--- config.mk ---
export PLATFORM = sky130hd
export DESIGN_NAME = perfect_scan_ctrl
export DESIGN_NICKNAME = d
export VERILOG_FILES = /design/src/rtl/perfect_scan_ctrl.sv
export SDC_FILE = /design/constraint.sdc
export NUM_CORES = 1
export LEC_CHECK = 0
export BUFFER_PORTS_ARGS = -buffer_cell sky130_fd_sc_hd__buf_2
export CORE_MARGIN = 10
export CORE_UTILIZATION = 52
export CTS_CLUSTER_SIZE = 14
export DETAILED_ROUTE_END_ITERATION = 10
export MAX_ROUTING_LAYER = met4
export PLACE_DENSITY = 0.85
export SKIP_CTS_REPAIR_TIMING = 1
export SLEW_MARGIN = 20
export SYNTH_ARGS = -nofsm -noshare
export SYNTH_HDL_FRONTEND = slang
export SYNTH_SLANG_ARGS = --single-unit
export TNS_END_PERCENT = 50
--- constraint.sdc ---
create_clock -name clk -period 2.8 [get_ports clk]
set_clock_uncertainty 0.15 [all_clocks]
set_input_delay 0 -clock clk [delete_from_list [all_inputs] [get_ports clk]]
set_output_delay 0 -clock clk [all_outputs]
set_load 0.02 [all_outputs]
--- src/rtl/perfect_scan_ctrl.sv ---
// Sweeps lo..hi through one isPerfect checker and records the perfect numbers found.
// Optional per-candidate watchdog is enabled by defining PSCAN_TIMEOUT_EN.
module perfect_scan_ctrl #(
    parameter int MAX_FOUND      = 4,
    parameter int IDX_W          = 2,
    parameter int TIMEOUT_CYCLES = 4096
) (
    input  logic             clk,
    input  logic             rst,
    input  logic             start,
    input  logic [15:0]      lo,
    input  logic [15:0]      hi,
    output logic             busy,
    output logic             done,
    output logic [15:0]      cur_num,
    output logic [7:0]       found_cnt,
    input  logic [IDX_W-1:0] rd_idx,
    output logic [15:0]      rd_data,
    output logic             chk_rst,
    output logic             chk_go,
    output logic [15:0]      chk_num,
    input  logic             chk_ans,
    input  logic             chk_over,
    output logic             err
);

    localparam int CNT_W = $clog2(MAX_FOUND + 1);

    typedef enum logic [2:0] {
        S_IDLE,
        S_CLR,
        S_GO,
        S_WAIT,
        S_NEXT,
        S_DONE
    } state_t;

    state_t           state_q, state_d;
    logic [15:0]      cur_num_q, cur_num_d;
    logic [15:0]      hi_q, hi_d;
    logic [7:0]       found_cnt_q, found_cnt_d;
    logic [CNT_W-1:0] stored_q, stored_d;
    logic [15:0]      buf_q [MAX_FOUND];
    logic [15:0]      buf_d [MAX_FOUND];
    logic [15:0]      lo_eff;
    logic             hit;

`ifdef PSCAN_TIMEOUT_EN
    localparam int TMO_W = $clog2(TIMEOUT_CYCLES + 1);
    logic [TMO_W-1:0] tmo_q, tmo_d;
    logic             err_q, err_d;
`endif

    // Zero is never a candidate, so the sweep starts no lower than 1.
    assign lo_eff = (lo == 16'd0) ? 16'd1 : lo;

    always_comb begin
        state_d     = state_q;
        cur_num_d   = cur_num_q;
        hi_d        = hi_q;
        found_cnt_d = found_cnt_q;
        stored_d    = stored_q;
        buf_d       = buf_q;
        hit         = 1'b0;
`ifdef PSCAN_TIMEOUT_EN
        tmo_d       = tmo_q;
        err_d       = err_q;
`endif
        case (state_q)
            S_IDLE, S_DONE: begin
                if (start) begin
                    hi_d        = hi;
                    found_cnt_d = 8'd0;
                    stored_d    = '0;
                    for (int i = 0; i < MAX_FOUND; i++) buf_d[i] = 16'd0;
`ifdef PSCAN_TIMEOUT_EN
                    err_d       = 1'b0;
`endif
                    if (lo_eff > hi) begin
                        state_d = S_DONE;
                    end else begin
                        cur_num_d = lo_eff;
                        state_d   = S_CLR;
                    end
                end
            end
            S_CLR: begin
`ifdef PSCAN_TIMEOUT_EN
                tmo_d   = '0;
`endif
                state_d = S_GO;
            end
            S_GO: state_d = S_WAIT;
            S_WAIT: begin
                if (chk_over) begin
                    hit     = chk_ans;
                    state_d = S_NEXT;
`ifdef PSCAN_TIMEOUT_EN
                end else if (tmo_q == TMO_W'(TIMEOUT_CYCLES - 1)) begin
                    err_d   = 1'b1;
                    state_d = S_NEXT;
                end else begin
                    tmo_d   = tmo_q + 1'b1;
`endif
                end
            end
            S_NEXT: begin
                // Compare before increment so hi=65535 ends without wrapping.
                if (cur_num_q == hi_q) begin
                    state_d = S_DONE;
                end else begin
                    cur_num_d = cur_num_q + 16'd1;
                    state_d   = S_CLR;
                end
            end
            default: state_d = S_IDLE;
        endcase

        if (hit) begin
            if (found_cnt_q != 8'hFF) found_cnt_d = found_cnt_q + 8'd1;
            if (stored_q < CNT_W'(MAX_FOUND)) begin
                buf_d[stored_q] = cur_num_q;
                stored_d        = stored_q + 1'b1;
            end
        end
    end

    always_ff @(posedge clk or posedge rst) begin
        if (rst) begin
            state_q     <= S_IDLE;
            cur_num_q   <= 16'd0;
            hi_q        <= 16'd0;
            found_cnt_q <= 8'd0;
            stored_q    <= '0;
            for (int i = 0; i < MAX_FOUND; i++) buf_q[i] <= 16'd0;
        end else begin
            state_q     <= state_d;
            cur_num_q   <= cur_num_d;
            hi_q        <= hi_d;
            found_cnt_q <= found_cnt_d;
            stored_q    <= stored_d;
            buf_q       <= buf_d;
        end
    end

`ifdef PSCAN_TIMEOUT_EN
    always_ff @(posedge clk or posedge rst) begin
        if (rst) begin
            tmo_q <= '0;
            err_q <= 1'b0;
        end else begin
            tmo_q <= tmo_d;
            err_q <= err_d;
        end
    end
    assign err = err_q;
`else
    assign err = 1'b0;
`endif

    assign busy      = (state_q == S_CLR) || (state_q == S_GO) ||
                       (state_q == S_WAIT) || (state_q == S_NEXT);
    assign done      = (state_q == S_DONE);
    assign chk_rst   = (state_q == S_CLR);
    assign chk_go    = (state_q == S_GO);
    assign cur_num   = cur_num_q;
    assign chk_num   = cur_num_q;
    assign found_cnt = found_cnt_q;
    assign rd_data   = (32'(rd_idx) < 32'(stored_q)) ? buf_q[rd_idx] : 16'd0;

endmodule
### Word level (Yosys, flattened, before mapping)

Cells that the tools add are included.

* muxes and demuxes: 31
* equality and inequality tests: 11
* bitwise logic cells: 2
* add/sub/neg operators: 3
* order comparisons: 6
* reductions and logical operators: 11

Operators with widths (count)
* $mux W64: 4
* $mux W16: 8
* $bwmux W64: 1
* $bmux W16 S2: 1
* $demux W16 S2: 1
* $mux W8: 4
* $pmux W16 S2: 1
* $mux W3: 8
* $add A16 B1 Y16 const B: 1
* $eq A16 B16 Y1: 1
* $gt A16 B16 Y1: 1
* $logic_not A16 Y1: 1
* $pmux W3 S5: 1
* $add A8 B1 Y8 const B: 1
* $ne A2 B2 Y1 const B: 4
* $ne A8 B8 Y1 const B: 1
* $eq A3 B2 Y1 const B: 2
* $eq A3 B3 Y1 const B: 2
* $ge A4 B3 Y1 const B: 1
* $lt A4 B1 Y1 const B: 1
* $not A3 Y4: 1
* $reduce_and A2 Y1: 2
* $reduce_and A4 Y1: 1
* $add A3 B1 Y3 const B: 1
* other kinds (11): 14

* output and inout bits: 61
* bits in registers: 110
* logic and storage cells: 73
* input bits: 39

### Longest topological paths before layout

Gate-level depths: netlist of run 1.

* depth after elaboration: 8
* gate-level depth with buffers: 11
* gate-level depth less buffers: 9

### Worst setup path before layout of run 1

OpenSTA, ideal clock, no wires.

* path kind: reg-to-reg
* from: reg cur_num_q[0] (netlist: chk_num[0])
* to: reg cur_num_q[0] (netlist: chk_num[0])
* period minus slack after synthesis: 2.313 ns
* path buffers: 2
* library setup time: 0.121 ns
* data required time: 2.529 ns
* stages on the path, launching flop included: 9
* data arrival time: 2.042 ns
* setup slack: 0.487 ns
* cells stage by stage: dfrtp_1 clkbuf_1 xnor2_1 nand4_1 nor4_1 a21oi_1 and2_1 buf_4 a22o_1

* cells in the longest elaborated chain, start to end: 3
* elaborated cells on any way between the ends: 6
* those cells by class: 1 x add/sub; 2 x eq/ne; 2 x mux; 1 x reduce/logical

RTL lines
* from (decl): RTL line 39 `logic [15:0] cur_num_q, cur_num_d;`
* from (signal assigned): RTL line 138 `cur_num_q <= cur_num_d;`
* $add A16 B1 Y16 / $eq A16 B16 Y1 (equally long branches): RTL line 112, 109
* $mux W16 / $ne A2 B2 Y1 (equally long branches)
* $pmux W16 S2 / $reduce_and A4 Y1 (equally long branches)

Parallel ways exist; a longest one is shown, timed or not. The select of a mux whose other input is x is not followed.
A chain may end at the register's enable or synchronous reset.

### Final worst setup path of run 1

* from: in lo[11]
* to: reg cur_num_q[0] (netlist: chk_num[0])

* cells in the longest elaborated chain, start to end: 5
* elaborated cells on any way between the ends: 8
* those cells by class: 1 x order compare; 1 x eq/ne; 4 x mux; 2 x reduce/logical

RTL lines
* from (decl): RTL line 11 `input logic [15:0] lo,`
* $logic_not A16 Y1: RTL line 55 `assign lo_eff = (lo == 16'd0) ? 16'd1 : lo;`
* $mux W16 (*): RTL line 55
* $gt A16 B16 Y1 / $mux W16 (equally long branches): RTL line 79 `if (lo_eff > hi) begin`
* $ne A2 B2 Y1 (no line) / $mux W16 (equally long branches)
* $reduce_and A4 Y1 (no line) / $pmux W16 S2 (equally long branches)

Every way passes the cells marked *; elsewhere a longest branch is shown, timed or not. The select of a mux whose other input is x is not followed.

==> results.sh, run 1 <==
export IMPL_h_tree_depth=3
export IMPL_fin_crit_sh=0.9727
export IMPL_clk_pin_slew_ns=0.06
export IMPL_mappedNetlistArea_um2=6264
export IMPL_cp_end_kind="flip-flop"
export IMPL_postLayoutSetupSlackWorst_ns=0.07640
export IMPL_grtUsageTotal=0.2036
export IMPL_gr_total_overflow=0
export IMPL_outcome="complete, but fails checks"
export IMPL_cts_root_buffer="clkbuf_16"
export IMPL_layout_drive_gt1_share=0.1952
export IMPL_synth_top_family_by_area="simple AND/OR/NAND/NOR gates"
export IMPL_drt_antenna_violating_nets=0
export IMPL_maxCapViolCount=0
export IMPL_postSynth_asyncResetShare=1.000
export IMPL_cts_tree="done"
export IMPL_hold_path_class="primary input to flip-flop"
export IMPL_hpwl_mm=11.44
export IMPL_fp_dieW_um=129.8
export IMPL_holdPathEnd="state_q[2]"
export IMPL_place_ws_ns=0.2819
export IMPL_cp_start_kind="primary input"
export IMPL_fmax_mhz=367.2
export IMPL_clockBufferDepth=2
export IMPL_initial_utilization=0.5258
export IMPL_diodes=0
export IMPL_setup_tns_ns=0
export IMPL_synthXorXnorAreaFrac=0.02797
export IMPL_clk_latency_ns=0.35
export IMPL_synth_simple_area_share=0.1838
export IMPL_avgSynthCellArea_um2=8.711
export IMPL_port_buffers=98
export IMPL_worstMarginPinSlew_ns=0.6609
export IMPL_nets=857
export IMPL_grt_max_degree=83
export IMPL_relSlewSlack=0.5585
export IMPL_yosys_area_top_type_share=0.4395
export IMPL_finalSetupViolations=0
export IMPL_postSynthCellCount=719
export IMPL_worstSetupStartpoint="lo[11]"
export IMPL_die_area_um2=16840
export IMPL_io_pins=100
export IMPL_ir_drop_mv=0.7465
export IMPL_criticalPathCategory="primary input to flip-flop"
export IMPL_final_max_slew_viol_count=0
export IMPL_wl_per_cell_um=18.43
export IMPL_fin_hold_ws_ns=-0.07315
export IMPL_power_density_nw_per_um2=910.2
export IMPL_r2r_slack_ns=0.27
export IMPL_yosys_warnings=0
export IMPL_ys_types=51
export IMPL_crit_path_max_fanout=16
export IMPL_dr_pass1_iters=5
export IMPL_core_area_um2=11910
export IMPL_viasPerCell=5.878
export IMPL_ys_flop_type="dfrtp_1"
export IMPL_die_height_um=129.8
export IMPL_violations="hold timing"
export IMPL_cts_sinks=110
export IMPL_period_minus_slack_ns=2.724
export IMPL_ys_ff_latch=110
export IMPL_syn_nets=781
export IMPL_cp_data_required_time_ns=2.88
export IMPL_p_leak_nw=3.336
export IMPL_worstPathArrival_ns=2.81
export IMPL_grt_pass1_vias=5321
export IMPL_antenna_found_initial=0
export IMPL_wirelength_mm=17.44
export IMPL_synthMuxAreaShare=0.06252
export IMPL_reg2reg_from="chk_num[9]"
export IMPL_rows=40
export IMPL_hold_viol_final=1
export IMPL_whs_path_depth=3
export IMPL_yosys_top_cells_area="dfrtp_1 (44%), nand2_1 (11%), o21ai_0 (8.2%), mux4_2 (5.8%), ha_1 (4.6%)"
export IMPL_synth_compound_area_frac=0.1564
export IMPL_ys_seq_area_frac=0.4395
export IMPL_vias=5561
export IMPL_area_growth_pct=17.16
export IMPL_synth_adder_area_share=0.04754
export IMPL_ff2ff_path_depth=6
export IMPL_r2r_end="chk_num[0]"
export IMPL_grt_pass1_wl_mm=26.90
export IMPL_drc_errors=0
export IMPL_synth_edf_count=0
export IMPL_yosysTopAreaCell="dfrtp_1"
export IMPL_numCtsBuffers=9
export IMPL_gp_congestion=0.8605
export IMPL_min_from="start"
export IMPL_drt_iter0_markers=543
## area by class of cell
| class | count | area, um2 |
|---|---|---|
| timing repair buffer | 154 | 1008 |
| clock buffer | 12 | 246.5 |
| inverter | 23 | 90.09 |
| clock inverter | 3 | 45.04 |
| sequential | 110 | 2753 |
| fill | 972 | 4573 |
| multi-input combinational | 497 | 3012 |
| tap | 147 | 183.9 |
## cell usage after synthesis (2+ instances only)
cell,count
nor4_1,4
a21o_1,7
nor3_1,7
a22o_1,2
and3_1,5
ha_1,23
buf_2,13
and2_1,3
nand3_1,12
and4_1,3
a31oi_1,16
inv_1,23
o211ai_1,2
mux4_2,16
nor2_1,9
nor2b_1,17
nand2_1,181
or3_1,3
nand2b_1,2
o31ai_1,3
buf_4,18
and2_0,3
dfrtp_1,110
xnor2_1,17
a41oi_1,2
nand4_1,9
clkbuf_1,56
mux2i_1,2
xor2_1,3
a21oi_1,22
o21ai_0,102
o22ai_1,5
## metrics by stage
step	utilization	cells	cell area, um2	total power [mW]
3_3_place_gp	0.5630	897	6706	5.223
6_report	0.6161	946	7338	6.679
4_1_cts	0.5875	912	6998	6.603
2_1_floorplan	-	719	6267	4.513
3_5_place_dp	0.5630	897	6706	5.313
5_1_grt	0.6161	946	7338	7.084
## placed cells by master, fill, tap and decap left out, types with 16 or more instances in the layout
cell / instances
nand2_1: 181
mux4_2: 16
xnor2_1: 17
nor2b_1: 17
o21ai_0: 102
dfrtp_1: 110
inv_1: 22
ha_1: 23
buf_2: 98
a21oi_1: 22
buf_4: 21
a31oi_1: 16
dlygate4sd3_1: 34
## report_power, final
part / internal [mW] / switching [mW] / total [mW]
clock: 0.715 / 0.563 / 1.28
combinational: 1.06 / 1.82 / 2.88
sequential: 2.03 / 0.488 / 2.52
## critical path, cell delays in order
cell and delay, ns:
dlygate4sd3_1 0.52, buf_2 0.14, nor4_1 0.33, a41oi_1 0.28, ha_1 0.34, and4_1 0.15, a21oi_1 0.25, o31ai_4 0.12
and2_1 0.37, a22o_1 0.30
## routing by layer
metal	up-vias	wire, um	global-route usage
met3	42	1438	0.02880
met2	321	8466	0.3166
met4	0	465	0.07672
met5	-	0	-
li1	2568	-	-
met1	2630	7067	0.2666
## cells by family (layout without fill, tap and decap cells)
family | after synthesis | count (layout)
simple gates | 262 | 262
compound gates | 171 | 171
buf+inv | 112 | 192
flops | 110 | 110
fa+ha+maj | 24 | 24
xor+xnor | 20 | 20
mux | 19 | 19
other cells | 1 | 1
## worst max-delay path by stage
| stage | end | slack [ns] | depth (start not counted) |
|---|---|---|---|
| 4_1_cts | chk_num[0] | 0.36 | 6 |
| 5_1_grt | chk_num[15] | -0.03 | 10 |
| 2_1_floorplan | chk_num[0] | 0.49 | 8 |
| 3_3_place_gp | chk_num[1] | 0.31 | 9 |
| 3_5_place_dp | chk_num[10] | 0.28 | 9 |
| 6_report | chk_num[0] | 0.08 | 10 |
## registers in the layout, indices dropped and copies added (netlist names)
register   flops
buf_q         64
chk_num       16
hi_q          16
found_cnt      8
state_q        3
stored_q       3
Power figures use the tool's default switching activity.
==> run 2, diff against run 1 <==
--- a/config.mk
+++ b/config.mk
@@ -7,10 +7,9 @@
 export LEC_CHECK = 0
 export BUFFER_PORTS_ARGS = -buffer_cell sky130_fd_sc_hd__buf_2
-export CORE_MARGIN = 10
 export CORE_UTILIZATION = 52
 export CTS_CLUSTER_SIZE = 14
 export DETAILED_ROUTE_END_ITERATION = 10
 export MAX_ROUTING_LAYER = met4
-export PLACE_DENSITY = 0.85
+export PLACE_DENSITY_LB_ADDON = 0.3
 export SKIP_CTS_REPAIR_TIMING = 1
 export SLEW_MARGIN = 20
==> constraint.sdc (replaced) <==
create_clock -name clk -period 2.8 [get_ports clk]
set_clock_uncertainty 0.15 [all_clocks]
set_input_delay 0.28 -clock clk [delete_from_list [all_inputs] [get_ports clk]]
set_output_delay 0.28 -clock clk [all_outputs]
set_load 0.02 [all_outputs]
==> run 2 against run 1 <==
  * The flow finishes with violations (DRC)
  * Non-clock buffer count is 32 lower
  * Setup slack better by 0.30 ns
  * Total power is 0.17% lower
  * Final area is 3.8% lower
  * Largest cell class unchanged
==> results.sh, run 2 (synthesized netlist as in run 1, its figures left out) <==
export IMPL_reg2reg_from="chk_num[1]"
export IMPL_viasPerCell=5.714
export IMPL_worstPathArrival_ns=2.56
export IMPL_largest_reg_flops=64
export IMPL_p_leak_nw=3.227
export IMPL_maxCapViolCount=0
export IMPL_ir_drop_mv=0.4634
export IMPL_fin_hold_ws_ns=0.04559
export IMPL_critical_path_top_delay_family="simple AND/OR/NAND/NOR gates"
export IMPL_crit_path_max_incr_delay_ns=0.53
export IMPL_pwr_share_clk=0.203
export IMPL_area_growth_pct=12.70
export IMPL_diodes=0
export IMPL_critPathBufInv=1
export IMPL_numCtsBuffers=9
export IMPL_clk_latency_ns=0.36
export IMPL_wl_per_cell_um=17.09
export IMPL_fin_crit_sh=0.8659
export IMPL_min_from="hi[11]"
export IMPL_io_pins=100
export IMPL_criticalPathCategory="flip-flop to flip-flop"
export IMPL_cp_start_kind="flip-flop"
export IMPL_crit_path_max_fanout=11
export IMPL_outcome="complete, but fails checks"
export IMPL_nets=825
export IMPL_final_max_slew_viol_count=0
export IMPL_grt_pass1_vias=5044
export IMPL_setup_tns_ns=0
export IMPL_cp_end_kind="flip-flop"
export IMPL_finalSetupViolations=0
export IMPL_drt_antenna_violating_nets=0
export IMPL_switching_share=0.4327
export IMPL_core_area_um2=11560
export IMPL_dp_cells=893
export IMPL_worstMarginPinSlew_ns=0.5963
export IMPL_most_common_layout_cells="nand2_1 (181), dfrtp_1 (110), o21ai_0 (102)"
export IMPL_comb_power_share=0.413
export IMPL_port_buffers=98
export IMPL_grt_pass1_wl_mm=25.78
export IMPL_final_common_cell="nand2_1"
export IMPL_crit_path_top_delay_cell="dfrtp_1"
export IMPL_cts_sinks=110
export IMPL_antenna_found_initial=0
export IMPL_seq_power_share=0.384
export IMPL_clk_pin_slew_ns=0.08
export IMPL_r2r_slack_ns=0.38
export IMPL_hpwl_mm=10.86
export IMPL_gr_total_overflow=0
export IMPL_r2r_end="chk_num[14]"
export IMPL_whs_path_depth=3
export IMPL_period_minus_slack_ns=2.425
export IMPL_initial_utilization=0.5416
export IMPL_ff2ff_path_depth=7
export IMPL_drc_errors=3
export IMPL_vias=5205
export IMPL_clockBufferDepth=2
export IMPL_gp_congestion=0.9338
export IMPL_stdcell_count=911
export IMPL_cp_data_required_time_ns=2.93
export IMPL_cts_root_buffer="clkbuf_16"
export IMPL_rsz0062_at_grt="no"
export IMPL_p_sw_mw=2.885
export IMPL_layout_drive_gt1_share=0.2070
export IMPL_crit_chain="xnor2_1, nand4_1, nor4_1, a21oi_1, and2_1, buf_12, a21oi_1"
export IMPL_hold_path_class="primary input to flip-flop"
export IMPL_wirelength_mm=15.57
export IMPL_violations="DRC"
export IMPL_grtUsageTotal=0.2724
export IMPL_dr_pass1_iters=8
export IMPL_h_tree_depth=3
export IMPL_drt_iter0_markers=234
export IMPL_die_height_um=111.8
export IMPL_relSlewSlack=0.6025
export IMPL_power_density_nw_per_um2=944.6
export IMPL_fmax_mhz=412.4
export IMPL_holdPathEnd="hi_q[11]"
export IMPL_die_area_um2=12490
export IMPL_p_total_mw=6.668
export IMPL_hold_viol_final=0
export IMPL_intPower_mw=3.783
export IMPL_cpMostUsedCell="a21oi_1"
export IMPL_rows=39
export IMPL_regMostFlops="buf_q"
export IMPL_grt_max_degree=76
export IMPL_fp_dieW_um=111.8
export IMPL_cts_tree="done"
[run 2: cell count changes in the layout (fill, tap and decap cells not counted)]
cell	change
dlygate4sd3_1	-32
buf_12	+2
inv_6	+1
buf_4	-2
clkbuf_1	-2
clkbuf_8	-1
inv_8	+3
[run 2: worst register-to-register path, stage by stage, from the launching register on]
cell,delay (ns)
dfrtp_1,0.53
xnor2_1,0.31
nand4_1,0.19
nor4_1,0.42
a21oi_1,0.18
and2_1,0.28
buf_12,0.18
a21oi_1,0.13
[run 2: power by group through the flow]
stage / sequential (mW) / combinational, mW / clock, mW
2_1_floorplan: 2.47 / 2.04 / 0
3_3_place_gp: 2.55 / 2.66 / 0
3_5_place_dp: 2.58 / 2.73 / 0
4_1_cts: 2.55 / 2.75 / 1.38
5_1_grt: 2.63 / 3.02 / 1.45
6_report: 2.56 / 2.75 / 1.35
[run 2: how the worst max path moves through the flow]
| stage | end | start | depth (start not counted) |
|---|---|---|---|
| global placement | chk_num[12] | lo[8] | 11 |
| global route | chk_num[12] | chk_num[1] | 7 |
| detailed placement | chk_num[14] | lo[8] | 11 |
| floorplan | chk_num[15] | lo[13] | 10 |
| finish | chk_num[14] | chk_num[1] | 7 |
| CTS | chk_num[14] | lo[8] | 11 |
[run 2: final cells by class]
cell class	instances	area (um2)
Clock buffer	9	225.2
Clock inverter	7	87.58
Fill cell	986	4506
Inverter	23	90.09
Multi-Input combinational cell	497	3012
Sequential cell	110	2753
Tap cell	143	178.9
Timing Repair Buffer	122	713.2
[run 2: per-layer routing]
metal | GRT usage | up-vias | share of wire
li1 | - | 2512 | -
met1 | 0.3543 | 2508 | 0.43
met2 | 0.4319 | 157 | 0.50
met3 | 0.02831 | 28 | 0.046
met4 | 0.1252 | 0 | 0.026
met5 | - | - | 0
[run 2: metrics by stage]
stage	utilization	setup slack (ns)	cell area [um2]
after floorplan	-	0.2941	6267
after global placement	0.5816	0.1935	6726
after detailed placement	0.5816	0.03818	6726
after CTS	0.6087	0.4030	7039
after global routing	0.6104	0.2497	7059
final	0.6104	0.3754	7059
